$ cat config.mk
export PLATFORM = sky130hd
export DESIGN_NAME = round_key_adder
export DESIGN_NICKNAME = d
export VERILOG_FILES = /design/src/rtl/aes_pkg.sv /design/src/rtl/round_key_adder_bank.sv /design/src/rtl/round_key_adder.sv
export SDC_FILE = /design/constraint.sdc
export NUM_CORES = 2
export LEC_CHECK = 0
export CAP_MARGIN = 0
export CORE_MARGIN = 4
export CORE_UTILIZATION = 49
export CTS_BUF_LIST = sky130_fd_sc_hd__clkbuf_8 sky130_fd_sc_hd__clkbuf_16
export DETAILED_ROUTE_END_ITERATION = 6
export PLACE_DENSITY = 0.77
export SYNTH_ARGS = -nofsm -noshare
export SYNTH_HDL_FRONTEND = slang
export SYNTH_HIERARCHICAL = 1
export SYNTH_SLANG_ARGS = --single-unit
$ cat constraint.sdc
create_clock -name clk -period 33.6 [get_ports clk]
set_input_delay 6.72 -clock clk [delete_from_list [all_inputs] [get_ports clk]]
set_output_delay 6.72 -clock clk [all_outputs]
set_load 0.02 [all_outputs]
$ cat src/rtl/aes_pkg.sv
// Shared AES constants and the key-bank load state encoding.
package aes_pkg;

    localparam int AES_BLOCK_W   = 128;
    localparam int AES128_ROUNDS = 10;
    localparam int AES192_ROUNDS = 12;
    localparam int AES256_ROUNDS = 14;

    typedef enum logic [1:0] {
        IDLE,
        LOAD,
        READY
    } key_state_e;

endpackage

$ cat src/rtl/round_key_adder_bank.sv
// Round-key storage: one synchronous write port, one combinational read port.
module round_key_bank #(
    parameter int DATA_W   = 128,
    parameter int NUM_KEYS = 11,
    parameter int AW       = $clog2(NUM_KEYS)
) (
    input  logic              clk,
    input  logic              i_we,
    input  logic [AW-1:0]     i_wr_ptr,
    input  logic [DATA_W-1:0] i_wr_data,
    input  logic [AW-1:0]     i_rd_idx,
    output logic [DATA_W-1:0] o_rd_data
);

    logic [DATA_W-1:0] r_mem [NUM_KEYS];
    logic              w_wr_in_range;
    logic              w_rd_in_range;

    // Index is one bit wider for the bound check so a power-of-two bank size can't alias to 0.
    assign w_wr_in_range = {1'b0, i_wr_ptr} < (AW+1)'(NUM_KEYS);
    assign w_rd_in_range = {1'b0, i_rd_idx} < (AW+1)'(NUM_KEYS);

    always_ff @(posedge clk) begin
        if (i_we && w_wr_in_range) begin
            r_mem[i_wr_ptr] <= i_wr_data;
        end
    end

    assign o_rd_data = w_rd_in_range ? r_mem[i_rd_idx] : '0;

endmodule

$ cat src/rtl/round_key_adder.sv
// AES key-addition stage: loads a round-key bank, XORs accepted blocks with the
// selected key and presents the result through a one-deep valid/ready register.
module round_key_adder
    import aes_pkg::*;
#(
    parameter  int DATA_W     = AES_BLOCK_W,
    parameter  int NUM_ROUNDS = AES128_ROUNDS,
    localparam int RW         = $clog2(NUM_ROUNDS + 1)
) (
    input  logic              clk,
    input  logic              n_rst,
    input  logic              key_load_start,
    input  logic              key_wr_valid,
    input  logic [DATA_W-1:0] key_wr_data,
    output logic              keys_ready,
    input  logic              in_valid,
    output logic              in_ready,
    input  logic [DATA_W-1:0] in_data,
    input  logic [RW-1:0]     in_round,
    input  logic              in_decrypt,
    input  logic              in_enable,
    output logic              out_valid,
    input  logic              out_ready,
    output logic [DATA_W-1:0] out_data,
    output logic              out_err
);

    localparam logic [RW-1:0] LAST_IDX = RW'(NUM_ROUNDS);

    key_state_e        r_state;
    key_state_e        w_state_nxt;
    logic [RW-1:0]     r_wr_ptr;
    logic              w_we;
    logic              w_last_wr;
    logic              w_accept;
    logic              w_range_err;
    logic [RW-1:0]     w_rd_idx;
    logic [DATA_W-1:0] w_key;
    logic [DATA_W-1:0] w_result;
    logic              r_out_valid;
    logic [DATA_W-1:0] r_out_data;
    logic              r_out_err;

    // A load request in the same cycle wins over a key write.
    assign w_we      = (r_state == LOAD) && key_wr_valid && !key_load_start;
    assign w_last_wr = w_we && (r_wr_ptr == LAST_IDX);

    always_ff @(posedge clk or negedge n_rst) begin
        if (!n_rst) begin
            r_state <= IDLE;
        end else begin
            r_state <= w_state_nxt;
        end
    end

    always_comb begin
        w_state_nxt = r_state;
        if (key_load_start) begin
            w_state_nxt = LOAD;
        end else if (w_last_wr) begin
            w_state_nxt = READY;
        end
    end

    always_ff @(posedge clk or negedge n_rst) begin
        if (!n_rst) begin
            r_wr_ptr <= '0;
        end else if (key_load_start) begin
            r_wr_ptr <= '0;
        end else if (w_we && !w_last_wr) begin
            r_wr_ptr <= r_wr_ptr + 1'b1;
        end
    end

    round_key_bank #(
        .DATA_W   (DATA_W),
        .NUM_KEYS (NUM_ROUNDS + 1),
        .AW       (RW)
    ) u_bank (
        .clk       (clk),
        .i_we      (w_we),
        .i_wr_ptr  (r_wr_ptr),
        .i_wr_data (key_wr_data),
        .i_rd_idx  (w_rd_idx),
        .o_rd_data (w_key)
    );

    assign keys_ready = (r_state == READY);
    assign in_ready   = keys_ready && (!r_out_valid || out_ready);
    assign w_accept   = in_valid && in_ready;

    // Out-of-range rounds pass the block through flagged; the index never wraps.
    assign w_range_err = in_round > LAST_IDX;
    assign w_rd_idx    = in_decrypt ? (LAST_IDX - in_round) : in_round;
    assign w_result    = (w_range_err || !in_enable) ? in_data : (in_data ^ w_key);

    always_ff @(posedge clk or negedge n_rst) begin
        if (!n_rst) begin
            r_out_valid <= 1'b0;
            r_out_data  <= '0;
            r_out_err   <= 1'b0;
        end else if (w_accept) begin
            r_out_valid <= 1'b1;
            r_out_data  <= w_result;
            r_out_err   <= w_range_err;
        end else if (out_ready) begin
            r_out_valid <= 1'b0;
        end
    end

    assign out_valid = r_out_valid;
    assign out_data  = r_out_data;
    assign out_err   = r_out_err;

endmodule

==> flow_summary.ini <==
[clocking]
clk_transition_reported_paths_ns = 0.06
clkLatencyLatePin_ns = 0.78
cts_buffer_depth = 3
cts_tree = yes
post_cts_buffers = 0
holdBufCountCts = 0
cts-htree-levels = 4
root_buffer = clkbuf_16
clock-sinks = 1544
cts_resized = 0
cts_made_buffers = 158

[timing]
worst_slack_ns = 18.64
hold_viol = 0
tns_ns = 0
slew_violations = 0
setup_viol = 0
worst_slew_pin_slew_ns = 1.11
slew_headroom_pct = 25.9
fmax_mhz = 66.8
finalCritPeriodShare_pct = 44.5
min_period_ns = 14.96
finClkSkew_ns = 0.0297
rsz0062_at_grt = no

[place]
dp_slack_ns = 18.63
portBuffers = 399
place_hpwl_um = 81200
place_congestion = 0.734
place_area_mm2 = 0.0675

[global_routing]
antenna_found_initial = 31
grt_max_degree = 129
grt_pass1_wl_um = 230000
track_usage_pct = 23.2
grt_pass1_vias = 35700
grt_overflow = 0

[setup_path]
crit_path_end_kind = primary output
setup.worst_path.class = primary input to primary output
cp-start-kind = primary input
reg2reg_from = r_state[1]
worstPathArrival_ns = 8.24
critical_path.max_fanout = 17
critPathRequiredTime_ns = 26.88
startpoint = out_ready

[die]
chipWidth_um = 364
die_y_um = 364
start_util_pct = 49.4
fp.coreArea_mm2 = 0.126
placementRows = 130
ios = 400
dieArea_mm2 = 0.133

[synth]
avgSynthCellArea_um2 = 17.2
synthAdderAreaFrac_pct = 0.0603
syn_nets = 3891
synth_top_cell_area_share_pct = 68.0
synth_edf_count = 1408
yosys-top-cells-count = 1,408 x edfxtp_1, 292 x mux2i_1, 256 x a31oi_1
synthSimpleGateAreaFrac_pct = 4.20
synth_area_leaders = edfxtp_1 68%, dfrtp_1 5.5%, mux2i_1 4.7%, mux4_2 4.6%, mux2_2 2.6%
yosysMostFrequentCell = edfxtp_1
ys_warn_count = 6
synth-seq-cells = 1544
synthFlopType = edfxtp_1
synthArstFlopShare_pct = 8.81
synth_xor_area_share_pct = 0.0282
synth_top_family_by_area = multiplexers
synth_cell_types = 33
synth_compound_area_share_pct = 7.92
syn_inst = 3620
synth_top_cell_by_area = edfxtp_1
syn_area_mm2 = 0.0622
synthMuxAreaShare_pct = 12.0
ys_seq_area_share_pct = 73.4

[drt]
ant_nets = 0
drt-initial-drc-count = 3761
drc_errors = 0
finalWirelength_um = 155000
wl_per_cell_um = 26.9
dr_total_vias = 35600
vias_per_cell = 6.17
first_pass_iters = 5

[power_and_ir_drop]
powerDensity_mw_per_mm2 = 57.7
ir_worst_vdd_uv = 47.8
pwr-share-seq_pct = 51.1
combPwrFrac_pct = 8.5
power.share.clock_pct = 40.4
p_switching_uw = 954
sw_frac_of_total_pct = 22.8
power.internal_mw = 3.24
leakagePower_nw = 24.4

[worst_hold_path]
min_from = out_err
hp-class = flop to flop

[run]
drv_cap = 0

[final_layout]
final_nets = 4238
nFillCells = 9358
area_growth_pct = 16.8
final_cell_area_mm2 = 0.0726
drive_gt1_share_pct = 14.1

[run_status]
outcome = completed
layer usage:
metal	share of wire (%)	up-vias	track usage [%]
li1	-	15400	-
met1	41	18300	32.5
met2	48	1648	37.1
met3	8.6	223	4.98
met4	2.1	20	6.99
met5	0.091	-	0
per-stage QoR:
| stage | hold slack, ns | instances | total power [mW] | utilization, % |
|---|---|---|---|---|
| floorplan | 0.472 | 3620 | 2.39 | - |
| global placement | 0.489 | 5457 | 2.53 | 53.6 |
| detailed placement | 0.495 | 5457 | 2.53 | 53.6 |
| CTS | 0.510 | 5751 | 4.22 | 57.6 |
| global route | 0.523 | 5762 | 4.33 | 57.7 |
| finish | 0.512 | 5770 | 4.19 | 57.7 |
flip-flops by register name (all words and copies together), names as in the netlist:
| signal | flops |
|---|---|
| u_bank/r_mem | 1408 |
| out_valid | 1 |
| out_data | 128 |
| r_wr_ptr | 4 |
| r_state | 2 |
| out_err | 1 |
cell families after synthesis:
family / count (synthesis)
compound gates: 726
xor+xnor: 2
fa+ha+maj: 3
buf+inv: 274
flops: 1544
mux: 565
simple gates: 506
layout by cell type, fill, tap and decap left out, types with 7 or more instances in the layout:
| cell type | n |
|---|---|
| dfrtp_1 | 136 |
| edfxtp_1 | 1408 |
| clkbuf_8 | 8 |
| or3_1 | 129 |
| buf_12 | 10 |
| nor2_4 | 9 |
| mux2i_1 | 291 |
| inv_6 | 7 |
| clkinvlp_4 | 7 |
| mux4_2 | 128 |
| clkinv_1 | 33 |
| diode_2 | 19 |
| o21ai_0 | 210 |
| a221oi_1 | 176 |
| buf_4 | 49 |
| nand2_1 | 213 |
| a22o_1 | 80 |
| clkinv_2 | 15 |
| a31oi_1 | 256 |
| clkdlybuf4s50_1 | 395 |
| inv_1 | 46 |
| mux2_2 | 145 |
| bufinv_16 | 10 |
| clkbuf_16 | 160 |
| nand2b_1 | 133 |
power groups by stage:
stage / Sequential (mW) / Clock (mW) / Combinational, mW
global route: 2.14 / 1.81 / 0.380
global placement: 2.18 / 0 / 0.347
finish: 2.14 / 1.69 / 0.354
detailed placement: 2.18 / 0 / 0.353
CTS: 2.14 / 1.72 / 0.355
floorplan: 2.20 / 0 / 0.189
cell type report:
class | count | area, um^2 | share of cell area (%)
multi-input combinational | 1802 | 15200 | 20.9
clock inverter | 126 | 950 | 1.31
tap | 1650 | 2060 | 2.84
inverter | 4 | 15.0 | 0.0207
antenna | 19 | 47.5 | 0.0655
clock buffer | 168 | 4110 | 5.66
timing repair buffer | 457 | 4560 | 6.28
sequential | 1544 | 45700 | 62.9
critical path, cell delays in order:
cell and delay, ns:
clkdlybuf4s50_1 0.45, nand2b_4 0.28, and2_1 0.17, clkdlybuf4s50_1 0.60
worst paths after layout:
path / end / slack, ns / cells past startpoint
worst max register to register: u_bank/r_mem[6][30] / 30.30 / 5
worst max-delay path: in_ready / 18.64 / 4
worst min-delay path: out_err / 0.51 / 1
worst min register to register: out_err / 0.51 / 1
min in group asynchronous: out_data[124] / 6.04 / 1
max in group asynchronous: out_data[32] / 26.12 / 2
No activity file was read; power rests on OpenSTA's default activity.
